**config.mk**
```make
export PLATFORM = sky130hd
export DESIGN_NAME = pad_owner_arbiter
export DESIGN_NICKNAME = d
export VERILOG_FILES = /design/src/rtl/pad_owner_arbiter.sv
export SDC_FILE = /design/constraint.sdc
export NUM_CORES = 1
export LEC_CHECK = 0
export ABC_AREA = 1
export BUFFER_PORTS_ARGS = -buffer_cell sky130_fd_sc_hd__buf_2
export CAP_MARGIN = 20
export CORE_ASPECT_RATIO = 1.75
export CORE_MARGIN = 2
export CORE_UTILIZATION = 30
export DETAILED_ROUTE_END_ITERATION = 6
export GPL_ROUTABILITY_DRIVEN = 0
export PLACE_DENSITY = 0.54
export RECOVER_POWER = 100
export SLEW_MARGIN = 10
export SYNTH_ARGS = -nofsm -noshare
export SYNTH_HDL_FRONTEND = slang
export SYNTH_SLANG_ARGS = --single-unit
export TNS_END_PERCENT = 50
```
**constraint.sdc**
```tcl
create_clock -name wb_clk_i -period 3.4 [get_ports wb_clk_i]
set_clock_uncertainty 0.1 [all_clocks]
set_input_delay 0.17 -clock wb_clk_i [delete_from_list [all_inputs] [get_ports wb_clk_i]]
set_output_delay 0.17 -clock wb_clk_i [all_outputs]
set_load 0.005 [all_outputs]
```
**src/rtl/pad_owner_arbiter.sv**
```systemverilog
// pad_owner_arbiter
//   Arbitrates per-pad ownership of the user GPIO pads between the SoC core
//   and the management processor (Wishbone slave). An ownership change holds
//   the switching pads tri-stated for GUARD_CYCLES before the new owner
//   drives them, so two drivers never fight on a pad.
// Ports
//   wb_clk_i, wb_rst_ni        clock, async active-low reset
//   wbs_*                      Wishbone classic slave (256-byte window at BASE_ADDR)
//   core_out_i / core_oeb_i    core per-pad output value / enable (active-low)
//   io_in                      pad inputs (only synchronized for PAD_IN reads)
//   io_out / io_oeb            registered pad drive / enable (active-low)
//   irq_o                      switch-complete interrupt, level, W1C in STATUS
// GUARD_CYCLES must fit the 8-bit STATUS counter field (1..255).
module pad_owner_arbiter #(
  parameter int          NPADS        = 38,
  parameter int          GUARD_CYCLES = 4,
  parameter logic [31:0] BASE_ADDR    = 32'h3000_0000
) (
  input  logic             wb_clk_i,
  input  logic             wb_rst_ni,
  input  logic             wbs_stb_i,
  input  logic             wbs_cyc_i,
  input  logic             wbs_we_i,
  input  logic [3:0]       wbs_sel_i,
  input  logic [31:0]      wbs_adr_i,
  input  logic [31:0]      wbs_dat_i,
  output logic             wbs_ack_o,
  output logic [31:0]      wbs_dat_o,
  input  logic [NPADS-1:0] core_out_i,
  input  logic [NPADS-1:0] core_oeb_i,
  input  logic [NPADS-1:0] io_in,
  output logic [NPADS-1:0] io_out,
  output logic [NPADS-1:0] io_oeb,
  output logic             irq_o
);

  localparam logic [7:0] GC = 8'(GUARD_CYCLES);

  typedef enum logic [1:0] {S_IDLE = 2'd0, S_GUARD = 2'd1, S_COMMIT = 2'd2} state_e;

  state_e           state_q;
  logic [NPADS-1:0] owner_q, pend_q, chg_q;
  logic [NPADS-1:0] mg_out_q, mg_oeb_q, sync1_q, sync2_q;
  logic [7:0]       cnt_q;
  logic             irq_q, ack_q;
  logic [31:0]      dat_q;

  // Byte-masked write of one 32-bit word into a 64-bit (LO/HI) register pair.
  function automatic logic [63:0] wmerge(input logic [63:0] old, input logic hi,
                                         input logic [31:0] d, input logic [3:0] sel);
    logic [63:0] r;
    r = old;
    for (int b = 0; b < 4; b++)
      if (sel[b]) r[(hi ? 32 : 0) + 8*b +: 8] = d[8*b +: 8];
    return r;
  endfunction

  // ---------------- Wishbone decode ----------------
  logic [5:0] off;
  logic       hit, req, busy, is_own, stall, acc, wr, own_wr, irq_clr;
  assign off    = wbs_adr_i[7:2];
  assign hit    = (wbs_adr_i[31:8] == BASE_ADDR[31:8]);
  assign req    = wbs_stb_i & wbs_cyc_i & hit;
  assign busy   = (state_q != S_IDLE);
  assign is_own = (off == 6'd0) || (off == 6'd1);
  // OWNER writes wait for the FSM to go idle; everything else proceeds.
  assign stall  = wbs_we_i & is_own & busy;
  // ~ack_q forces a gap so a held request is never acked twice in a row.
  assign acc    = req & ~ack_q & ~stall;
  assign wr     = acc & wbs_we_i;
  assign own_wr = wr & is_own;
  assign irq_clr = wr & (off == 6'd8) & wbs_sel_i[0] & wbs_dat_i[1];

  logic [63:0] own64, mgo64, mge64, pin64, own_m, mgo_m, mge_m;
  assign own64 = 64'(owner_q);
  assign mgo64 = 64'(mg_out_q);
  assign mge64 = 64'(mg_oeb_q);
  assign pin64 = 64'(sync2_q);
  assign own_m = wmerge(own64, off[0], wbs_dat_i, wbs_sel_i);
  assign mgo_m = wmerge(mgo64, off[0], wbs_dat_i, wbs_sel_i);
  assign mge_m = wmerge(mge64, off[0], wbs_dat_i, wbs_sel_i);

  logic [NPADS-1:0] own_new, own_chg;
  assign own_new = own_m[NPADS-1:0];
  assign own_chg = own_new ^ owner_q;

  logic [31:0] rdata;
  always_comb begin
    rdata = '0;
    case (off)
      6'd0:    rdata = own64[31:0];
      6'd1:    rdata = own64[63:32];
      6'd2:    rdata = mgo64[31:0];
      6'd3:    rdata = mgo64[63:32];
      6'd4:    rdata = mge64[31:0];
      6'd5:    rdata = mge64[63:32];
      6'd6:    rdata = pin64[31:0];
      6'd7:    rdata = pin64[63:32];
      6'd8:    rdata = {16'h0, cnt_q, 6'h0, irq_q, busy};
      default: rdata = '0;
    endcase
  end

  always_ff @(posedge wb_clk_i or negedge wb_rst_ni) begin
    if (!wb_rst_ni) begin
      ack_q    <= 1'b0;
      dat_q    <= '0;
      mg_out_q <= '0;
      mg_oeb_q <= '1;
      sync1_q  <= '0;
      sync2_q  <= '0;
    end else begin
      ack_q   <= acc;
      dat_q   <= (acc & ~wbs_we_i) ? rdata : '0;
      sync1_q <= io_in;
      sync2_q <= sync1_q;
      if (wr && off[5:1] == 5'd1) mg_out_q <= mgo_m[NPADS-1:0];
      if (wr && off[5:1] == 5'd2) mg_oeb_q <= mge_m[NPADS-1:0];
    end
  end

  // ---------------- Switch FSM ----------------
  always_ff @(posedge wb_clk_i or negedge wb_rst_ni) begin
    if (!wb_rst_ni) begin
      state_q <= S_IDLE;
      owner_q <= '0;
      pend_q  <= '0;
      chg_q   <= '0;
      cnt_q   <= '0;
      irq_q   <= 1'b0;
    end else begin
      // COMMIT sets irq even if software clears it in the same cycle.
      irq_q <= (state_q == S_COMMIT) | (irq_q & ~irq_clr);
      case (state_q)
        S_IDLE: begin
          if (own_wr) begin
            if (own_chg == '0) begin
              owner_q <= own_new;
            end else begin
              pend_q  <= own_new;
              chg_q   <= own_chg;
              cnt_q   <= GC;
              state_q <= S_GUARD;
            end
          end
        end
        S_GUARD: begin
          cnt_q <= cnt_q - 8'd1;
          if (cnt_q == 8'd1) state_q <= S_COMMIT;
        end
        S_COMMIT: begin
          owner_q <= pend_q;
          chg_q   <= '0;
          state_q <= S_IDLE;
        end
        default: state_q <= S_IDLE;
      endcase
    end
  end

  // ---------------- Pad mux ----------------
  // In COMMIT the new owner is already used so the pad goes straight from
  // tri-state to its new driver, never briefly back to the old one.
  logic [NPADS-1:0] guard, eff;
  assign guard = (state_q == S_GUARD) ? chg_q : '0;
  assign eff   = (state_q == S_COMMIT) ? pend_q : owner_q;

  always_ff @(posedge wb_clk_i or negedge wb_rst_ni) begin
    if (!wb_rst_ni) begin
      io_out <= '0;
      io_oeb <= '1;
    end else begin
      io_out <= ~guard & ((eff & mg_out_q) | (~eff & core_out_i));
      io_oeb <= guard | (eff & mg_oeb_q) | (~eff & core_oeb_i);
    end
  end

  assign wbs_ack_o = ack_q;
  assign wbs_dat_o = dat_q;
  assign irq_o     = irq_q;

  logic unused_ok;
  assign unused_ok = ^wbs_adr_i[1:0];

endmodule

```
==> results_dict.tcl, run 1 <==
set metrics [dict create \
    cts_buffers 39 \
    cts.path.max_buffers 3 \
    die_x_um 179.8 \
    cp_slowest_stage_delay_ns 0.57 \
    crit_top_cell "nand2_1" \
    post-route-period-util_pct 87.76 \
    total_power_uw 9919 \
    grt_pass1_wl_um 85460 \
    slew_headroom_pct -14.02 \
    p_switching_uw 2227 \
    slowest_stage "nor2_2" \
    grt_antenna_before_repair 3 \
    grt_start_max_net_pins 94 \
    dpl_cell_area_um2 18630 \
    crit_path_max_fanout 16 \
    hold_class "in2reg" \
    worst_pin_slew_ns 1.710 \
    num-fill-cells 5390 \
    powerDensity_nw_per_um2 466.1 \
    clkLatencyLatePin_ns 0.55 \
    drive_gt1_share_pct 18.24 \
    cp_cell_sequence "nor2_1 > nor2_1 > nand2_1 > nand3_1 > nor2_2 > clkbuf_1 > nand2_1 > clkbuf_1 > nand2_1 > o21ai_0" \
    yosysTopAreaCellShare_pct 47.83 \
    swShare_pct 22.46 \
    leakage_uw 0.009848 \
    p_int_uw 7691 \
    nNetsFinal 2456 \
    avgSynthCellArea_um2 8.966 \
    h-tree-depth 2 \
    wl_per_cell_um 18.61 \
    setup_violations 0 \
    gr-total-overflow 0 \
    viasPerCell 4.826 \
    startpoint "state_q[0]$_DFFE_PN0P_" \
    clock.fmax_mhz 335.2 \
    status "finished, violations left" \
    yosysTopAreaCell "dfrtp_1" \
    drtPass1Iterations 5 \
    crit_required_ns 3.69 \
    p_seq_share_pct 47.7 \
    synth_area_um2 16220 \
    grtUsageTotal_pct 19.61 \
    crit_type "reg2reg" \
    cts_setup_buffers 0 \
    ir_drop_uv 321.7 \
    io_pins 297 \
    synth.top_cells.by_area "dfrtp_1 (48%), nand2_1 (13%), dfstp_2 (12%)" \
    initial_core_util_pct 30.38 \
    cts_tree "yes" \
    first_iter_violations 905 \
    clockPowerShare_pct 46.1 \
    grt_pass1_vias 15060 \
    io_buffers 294 \
    synth_edf_count 0 \
    ff2ff_path_depth 10 \
    cts_root_buffer "clkbuf_16" \
    cts_sinks 386 \
    synth_flop_cell "dfrtp_1" \
    startpoint_type "flop" \
    rsz0062_at_grt "no" \
    holdWs_ns 0.05915 \
    max-cap-violations 4 \
    reg2reg_to "mg_out_q[8]$_DFFE_PN0P_" \
    synth.ff_latch_count 386 \
    drv_slew 202 \
    syn_inst 1809 \
    synth.most_common_cell "nand2_1" \
    drc 0 \
    async_flop_share_pct 100.0 \
    arrival_ns 3.27 \
    rr_startpoint "state_q[0]$_DFFE_PN0P_" \
    reg2reg_slack_ns 0.42 \
    p_comb_share_pct 6.2 \
    endpoint "mg_out_q[8]$_DFFE_PN0P_" \
    areaGrowthSynthToFinish_pct 31.20 \
    ys_types 39 \
    core_area_um2 53390 \
    clkTransAtPathRegs_ns 0.06 \
    hpwl_um 39580 \
    std_cell_rows 112 \
    die-area_um2 56010 \
    finalInstanceArea_um2 21280 \
    syn-num-nets 1998 \
    via_count 14400 \
    endpoint_kind "flop" \
    synth_warnings 0 \
    ys_seq_area_share_pct 60.14 \
    drt_wl_total_um 55510 \
    antenna_left 0 \
    violations "max-capacitance violations, max-slew violations" \
    final.setup.tns_ns 0 \
    hold_start "wbs_sel_i[0]" \
    synthTopCellsByCount "nand2_1 (575), dfrtp_1 (310), o21ai_0 (185)" \
    die_y_um 311.6 \
    fin_crit_ns 2.984 \
    hold_violations 0 \
]
cells by family after synthesis:
kind of cell / Yosys count / synth area share, %
simple gates: 823 / 20.72
flops: 386 / 60.14
compound gates: 353 / 12.78
buf+inv: 245 / 6.202
fa+ha+maj: 2 / 0.1543
cell type report:
type	instances	area [um2]	area share, %
multi-input cells	1178	5469	25.70
well taps	684	855.8	4.022
inverters	174	655.6	3.081
clock buffers	59	1184	5.562
flip-flops and latches	386	9754	45.84
repair buffers	488	3186	14.97
clock inverters	12	170.2	0.7997
diodes	2	5.005	0.02352
worst min path at each step:
stage	endpoint	depth (start not counted)
floorplan	chg_q[0]$_DFFE_PN0P_	0
global placement	wbs_dat_o[20]$_DFF_PN0_	1
detailed placement	wbs_dat_o[20]$_DFF_PN0_	1
CTS	irq_o$_DFF_PN0_	4
global route	irq_o$_DFF_PN0_	4
finish	irq_o$_DFF_PN0_	4
registers in the layout (all words and copies together) (netlist names):
| name | cells |
|---|---|
| irq_o | 1 |
| io_out | 38 |
| wbs_dat_o | 32 |
| mg_oeb_q | 38 |
| chg_q | 38 |
| cnt_q | 8 |
| wbs_ack_o | 1 |
| sync1_q | 38 |
| io_oeb | 38 |
| sync2_q | 38 |
| owner_q | 38 |
| mg_out_q | 38 |
| state_q | 2 |
| pend_q | 38 |
layout by cell type, fill, tap and decap left out, types with 4 or more instances in the layout:
| cell | synthesis | final |
|---|---|---|
| inv_2 | 3 | 4 |
| dfrtp_1 | 310 | 310 |
| a22oi_1 | 22 | 22 |
| a221oi_1 | 11 | 11 |
| o21ai_0 | 185 | 191 |
| dlygate4sd3_1 | 0 | 151 |
| nand2_2 | 5 | 5 |
| buf_4 | 5 | 20 |
| or2_1 | 9 | 9 |
| a41oi_1 | 26 | 26 |
| o211ai_1 | 37 | 37 |
| clkinv_2 | 0 | 5 |
| dfstp_2 | 76 | 75 |
| buf_2 | 16 | 230 |
| clkbuf_1 | 37 | 84 |
| a31oi_1 | 4 | 4 |
| o21ai_1 | 27 | 21 |
| nor2_4 | 3 | 5 |
| a21oi_1 | 35 | 35 |
| clkbuf_2 | 0 | 8 |
| nand3_1 | 91 | 92 |
| bufinv_16 | 0 | 4 |
| clkbuf_16 | 0 | 41 |
| nand4_1 | 19 | 19 |
| nand2_1 | 575 | 575 |
| nor2_1 | 99 | 99 |
| inv_1 | 168 | 167 |
| clkbuf_8 | 0 | 9 |
| nor3_1 | 9 | 8 |
routing by layer:
metal	part of all wire [%]	wire length (um)	up-vias	track usage, %
li1	-	-	6819	-
met1	38	21200	6967	22.34
met2	52	28860	488	35.97
met3	4.9	2723	121	2.454
met4	4.9	2716	0	9.497
met5	0	0	-	0
per-stage QoR:
| step | instances | util (%) | setup slack [ns] |
|---|---|---|---|
| final | 2983 | 39.86 | 0.4163 |
| after global routing | 2983 | 39.86 | 0.2310 |
| after CTS | 2981 | 40.26 | 0.5700 |
| after detailed placement | 2759 | 34.90 | 0.5683 |
| after global placement | 2759 | 34.90 | 0.5582 |
| after floorplan | 1809 | - | 1.593 |
repair_timing:
action,CTS,global route
hold buffers,151,0
hold endpoints to repair,283,0
gates resized for setup,0,0
power by group through the flow:
stage	Combinational, uW	Sequential (uW)	Clock, uW
2_1_floorplan	150	4810	0
3_3_place_gp	505	4810	0
3_5_place_dp	511	4810	0
4_1_cts	649	4730	4670
5_1_grt	690	4740	4840
6_report	616	4730	4570
critical path, delay by kind of cell (launching register included):
family / cells / cell delay, ns
DFF: 1 / 0.41
AOI/OAI and AO/OA: 1 / 0.09
and+or+nand+nor: 7 / 1.64
buffers and inverters: 2 / 0.57
Power figures use the tool's default switching activity.
==> run 2, diff against run 1 <==
==> constraint.sdc (replaced) <==
create_clock -name wb_clk_i -period 3.1 [get_ports wb_clk_i]
set_clock_uncertainty 0.1 [all_clocks]
set_input_delay 0.155 -clock wb_clk_i [delete_from_list [all_inputs] [get_ports wb_clk_i]]
set_output_delay 0.155 -clock wb_clk_i [all_outputs]
set_load 0.005 [all_outputs]
==> run 2 against run 1 <==
  * The flow still finishes with violations (max-capacitance violations, max-slew violations)
  * Register-to-register slack lost 0.12 ns
  * Design area rose by 0.58%
  * Cell count rose by 0.23%
  * Clock power rose by 12%
  * Sequential power rose by 9.7%
  * Die area did not move
  * Maximum frequency rose by 6.6%
  * Largest cell class unchanged
==> results_dict.tcl, run 2 (same netlist as run 1, synthesis figures left out) <==
set metrics [dict create \
    status "finished, violations left" \
    violations "max-capacitance violations, max-slew violations" \
    drv_slew 126 \
    grt.busiest_layer "met2" \
    clock.fmax_mhz 357.1 \
    crit_required_ns 3.47 \
    grt_start_max_net_pins 77 \
    hold_violations 0 \
    drt_wl_total_um 56030 \
    setup_ws_ns 0.2999 \
    cp_cell_sequence "nor2_1 > buf_4 > nand4_1 > inv_1 > clkbuf_4 > o211ai_1 > nand2_1" \
    gr-total-overflow 0 \
    path_delay_family "buffers and inverters" \
    clkTransAtPathRegs_ns 0.06 \
    areaGrowthSynthToFinish_pct 31.95 \
    final.setup.tns_ns 0 \
    cp_num_cells 7 \
    cts_resized 0 \
    first_iter_violations 1028 \
    die-area_um2 56010 \
    p_comb_share_pct 6.2 \
    cp_slowest_stage_delay_ns 0.65 \
    core_area_um2 53390 \
    p_seq_share_pct 47.3 \
    viasPerCell 4.824 \
    max-cap-violations 3 \
    swShare_pct 22.61 \
    powerDensity_nw_per_um2 512.7 \
    hold_class "in2reg" \
    reg2reg_slack_ns 0.30 \
    drtPass1Iterations 5 \
    leakage_uw 0.009902 \
    cts_buffers 40 \
    crit_type "reg2reg" \
    crit_path_max_fanout 53 \
    hpwl_um 40020 \
    slowest_stage "clkbuf_4" \
    met1_usage_pct 23.19 \
    cts_sinks 386 \
    clockPowerShare_pct 46.5 \
    slew_headroom_pct -3.701 \
    ff2ff_path_depth 7 \
    via_count 14420 \
    holdWs_ns 0.05846 \
    cts_tree "yes" \
    p_switching_uw 2481 \
    die_y_um 311.6 \
    drive_gt1_share_pct 19.10 \
    fin_crit_ns 2.800 \
    nNetsFinal 2463 \
    pre_cts_slack_ns 0.1466 \
    holdPathStages 4 \
    ir_drop_uv 318.0 \
    stdcell_count 2990 \
    io_pins 297 \
    cts_root_buffer "clkbuf_16" \
    worst_pin_slew_ns 1.556 \
    arrival_ns 3.17 \
    gr-usage-met3_pct 2.828 \
    h-tree-depth 2 \
    cts_setup_buffers 0 \
    clkLatencyLatePin_ns 0.53 \
    wl_per_cell_um 18.74 \
    io_buffers 294 \
    die_x_um 179.8 \
    grt_pass1_wl_um 86040 \
    final_common_cell "nand2_1" \
    rsz0062_at_grt "no" \
    layout_common_cells "nand2_1 (573), dfrtp_1 (310), buf_2 (234)" \
    cts.path.max_buffers 3 \
    p_int_uw 8492 \
    grt_pass1_vias 14650 \
    use_met2_pct 36.19 \
    dp.cells 2764 \
    std_cell_rows 112 \
    critical_path_buf_inv_count 3 \
    endpoint_kind "flop" \
    initial_core_util_pct 30.38 \
    antenna_left 0 \
    drc 0 \
    grtUsageTotal_pct 19.84 \
    grt_antenna_before_repair 2 \
    setup_violations 0 \
    post-route-period-util_pct 90.33 \
    startpoint_type "flop" \
]
run 2: metrics by stage:
| step | utilization, % | power, uW | instance area, um2 |
|---|---|---|---|
| 3_5_place_dp | 35.06 | 5837 | 18720 |
| 2_1_floorplan | - | 5444 | 16220 |
| 3_3_place_gp | 35.06 | 5832 | 18720 |
| 5_1_grt | 40.08 | 11400 | 21400 |
| 6_report | 40.08 | 10970 | 21400 |
| 4_1_cts | 40.49 | 11150 | 21620 |
run 2: area by class of cell:
cell class                      instances  area (um2)
Sequential cell                       386        9754
Clock buffer                           52        1107
Tap cell                              684       855.8
Clock inverter                         20       267.8
Inverter                              174       655.6
Multi-Input combinational cell       1178        5497
Timing Repair Buffer                  494        3259
Antenna cell                            2       5.005
Fill cell                            5345       31990
run 2: layer usage:
metal / vias up / part of all wire [%]
li1: 6829 / -
met1: 6965 / 38
met2: 518 / 52
met3: 111 / 5.3
met4: 0 / 4.3
met5: - / 0
run 2: power by group through the flow:
stage	registers (uW)	clock network (uW)	logic, uW
4_1_cts	5190	5250	712
3_5_place_dp	5280	0	558
2_1_floorplan	5280	0	165
5_1_grt	5200	5450	757
3_3_place_gp	5280	0	553
6_report	5190	5100	676
run 2: path summary, 6_finish.rpt:
check / from / to
max in group asynchronous: wb_rst_ni / sync1_q[11]$_DFF_PN0_
min in group asynchronous: wb_rst_ni / owner_q[20]$_DFFE_PN0P_
setup / recovery: state_q[1]$_DFFE_PN0P_ / pend_q[9]$_DFFE_PN0P_
hold / removal: wbs_sel_i[0] / irq_o$_DFF_PN0_
hold reg to reg: sync1_q[22]$_DFF_PN0_ / sync2_q[22]$_DFF_PN0_
setup reg to reg: state_q[1]$_DFFE_PN0P_ / pend_q[9]$_DFFE_PN0P_
run 2: timing repair:
action	4_1_cts	5_1_grt
hold endpoints to repair	540	0
hold buffers	152	0
endpoints found under the setup margin	0	0
run 2: worst register-to-register path, cell delays in order (launching register included):
cell      delay, ns
dfrtp_1        0.42
nor2_1         0.39
buf_4          0.26
nand4_1        0.34
inv_1          0.24
clkbuf_4       0.65
o211ai_1       0.24
nand2_1        0.09
==> run 3, diff against run 2 <==
--- a/config.mk
+++ b/config.mk
@@ -11,8 +11,10 @@
 export CORE_ASPECT_RATIO = 1.75
 export CORE_MARGIN = 2
 export CORE_UTILIZATION = 30
+export CTS_BUF_LIST = sky130_fd_sc_hd__clkbuf_8
 export DETAILED_ROUTE_END_ITERATION = 6
 export GPL_ROUTABILITY_DRIVEN = 0
+export HOLD_SLACK_MARGIN = 0.03
 export PLACE_DENSITY = 0.54
 export RECOVER_POWER = 100
 export SLEW_MARGIN = 10
==> run 3 against run 2 <==
  * The run still ends with max-capacitance violations, max-slew violations left
  * Critical endpoint is now chg_q[9]$_DFFE_PN0P_
  * Critical path depth increased by 7
  * Maximum frequency shrank 1.6%
  * Combinational power rose by 3.7%
  * Largest power group unchanged
  * Global-route usage rose by 0.27 points
==> results_dict.tcl, run 3 (same netlist as run 1, synthesis figures left out) <==
set metrics [dict create \
    die_y_um 311.6 \
    antenna_left 0 \
    cts_sinks 386 \
    wl_per_cell_um 18.58 \
    drtPass1Iterations 5 \
    crit_path_max_fanout 34 \
    cts.path.max_buffers 3 \
    nNetsFinal 2509 \
    areaGrowthSynthToFinish_pct 33.40 \
    cts_tree "yes" \
    std_cell_rows 112 \
    first_iter_violations 950 \
    io_buffers 294 \
    worst_pin_slew_ns 1.684 \
    clock.fmax_mhz 351.6 \
    via_count 14620 \
    fin_crit_ns 2.844 \
    initial_core_util_pct 30.38 \
    grt_pass1_wl_um 87290 \
    core_area_um2 53390 \
    drc 0 \
    max-cap-violations 4 \
    drv_slew 229 \
    cts_setup_buffers 0 \
    slew_headroom_pct -12.26 \
    grt_pass1_vias 15080 \
    endpoint_kind "flop" \
    drt_wl_total_um 56770 \
    arrival_ns 3.26 \
    ir_drop_uv 312.6 \
    post-route-period-util_pct 91.75 \
    hpwl_um 40020 \
    cts_root_buffer "clkbuf_8" \
    hold_class "in2reg" \
    powerDensity_nw_per_um2 494.2 \
    reg2reg_slack_ns 0.26 \
    die_x_um 179.8 \
    pre_cts_slack_ns 0.1466 \
    hold_violations 0 \
    num-fill-cells 5371 \
    rsz0062_at_grt "no" \
    h-tree-depth 2 \
    final_common_cell "nand2_1" \
    setup_ws_ns 0.2557 \
    setup_violations 0 \
    violations "max-capacitance violations, max-slew violations" \
    layout_common_cells "nand2_1 (575), dfrtp_1 (310), buf_2 (234)" \
    grtUsageTotal_pct 20.12 \
    clkLatencyLatePin_ns 0.67 \
    startpoint_type "input port" \
    status "finished, violations left" \
    drive_gt1_share_pct 19.71 \
    cts_buffers 59 \
    final.setup.tns_ns 0 \
    crit_required_ns 3.51 \
    gr-total-overflow 0 \
    grt_antenna_before_repair 2 \
    leakage_uw 0.01010 \
    crit_type "in2reg" \
    io_pins 297 \
    viasPerCell 4.787 \
    die-area_um2 56010 \
    clkTransAtPathRegs_ns 0.07 \
    grt_start_max_net_pins 77 \
]
-- run 3: through the flow --
stage	total power (uW)	cells	hold slack (ns)	cell area (um2)	util, %
6_report	10690	3055	0.07811	21640	40.52
5_1_grt	11140	3055	0.04220	21640	40.52
4_1_cts	10860	3053	0.03008	21880	40.98
3_5_place_dp	5837	2764	-0.02742	18720	35.06
3_3_place_gp	5832	2764	-0.02921	18720	35.06
2_1_floorplan	5444	1809	-0.2406	16220	-
-- run 3: power by group --
group	internal (uW)	switching [uW]
logic	320	381
registers	5160	32.6
clock network	2710	2090
total	8190	2500
-- run 3: worst max-delay path, cell delays in order --
cell and delay (ns):
dlygate4sd3_1 0.57, clkbuf_1 0.21, nand2_1 0.42, o21ai_0 0.18, nand2_1 0.21, nand2_1 0.07, nor2_1 0.25, nand3_1 0.11
nor2_1 0.20, nand2_2 0.09, nand2_1 0.09, clkbuf_4 0.48, or2_1 0.17, nand2_1 0.05
-- run 3: path summary, 6_finish.rpt --
check	depth (start not counted)	to	start
min in group asynchronous	2	io_oeb[16]$_DFF_PN1_	wb_rst_ni
setup / recovery	14	chg_q[9]$_DFFE_PN0P_	wbs_sel_i[0]
hold / removal	2	sync1_q[19]$_DFF_PN0_	io_in[19]
hold reg to reg	0	sync2_q[25]$_DFF_PN0_	sync1_q[25]$_DFF_PN0_
max in group asynchronous	3	sync1_q[27]$_DFF_PN0_	wb_rst_ni
setup reg to reg	10	mg_out_q[19]$_DFFE_PN0P_	state_q[1]$_DFFE_PN0P_
-- run 3: layout make-up --
| cell class | count | area (um2) | area share, % |
|---|---|---|---|
| multi-input combinational | 1178 | 5494 | 25.39 |
| clock inverter | 30 | 257.7 | 1.191 |
| tap | 684 | 855.8 | 3.956 |
| sequential | 386 | 9754 | 45.08 |
| timing repair buffer | 521 | 3512 | 16.23 |
| inverter | 174 | 655.6 | 3.030 |
| antenna | 2 | 5.005 | 0.02313 |
| clock buffer | 80 | 1101 | 5.089 |
-- run 3: timing repair --
| action | in CTS | in global routing |
|---|---|---|
| endpoints found under the setup margin | 0 | 0 |
| endpoints found under the hold margin | 626 | 0 |
| resized for setup | 0 | 0 |
| hold buffers | 179 | 0 |
-- run 3: routing by layer --
metal  vias up  routed length (um)  track usage [%]  part of all wire [%]
met5         -                   0                0                     0
met4         0                2683            9.424                   4.7
met3       135                3296            3.167                   5.8
met2       566               29220            36.42                    51
met1      6989               21580            23.05                    38
li1       6934                   -                -                     -
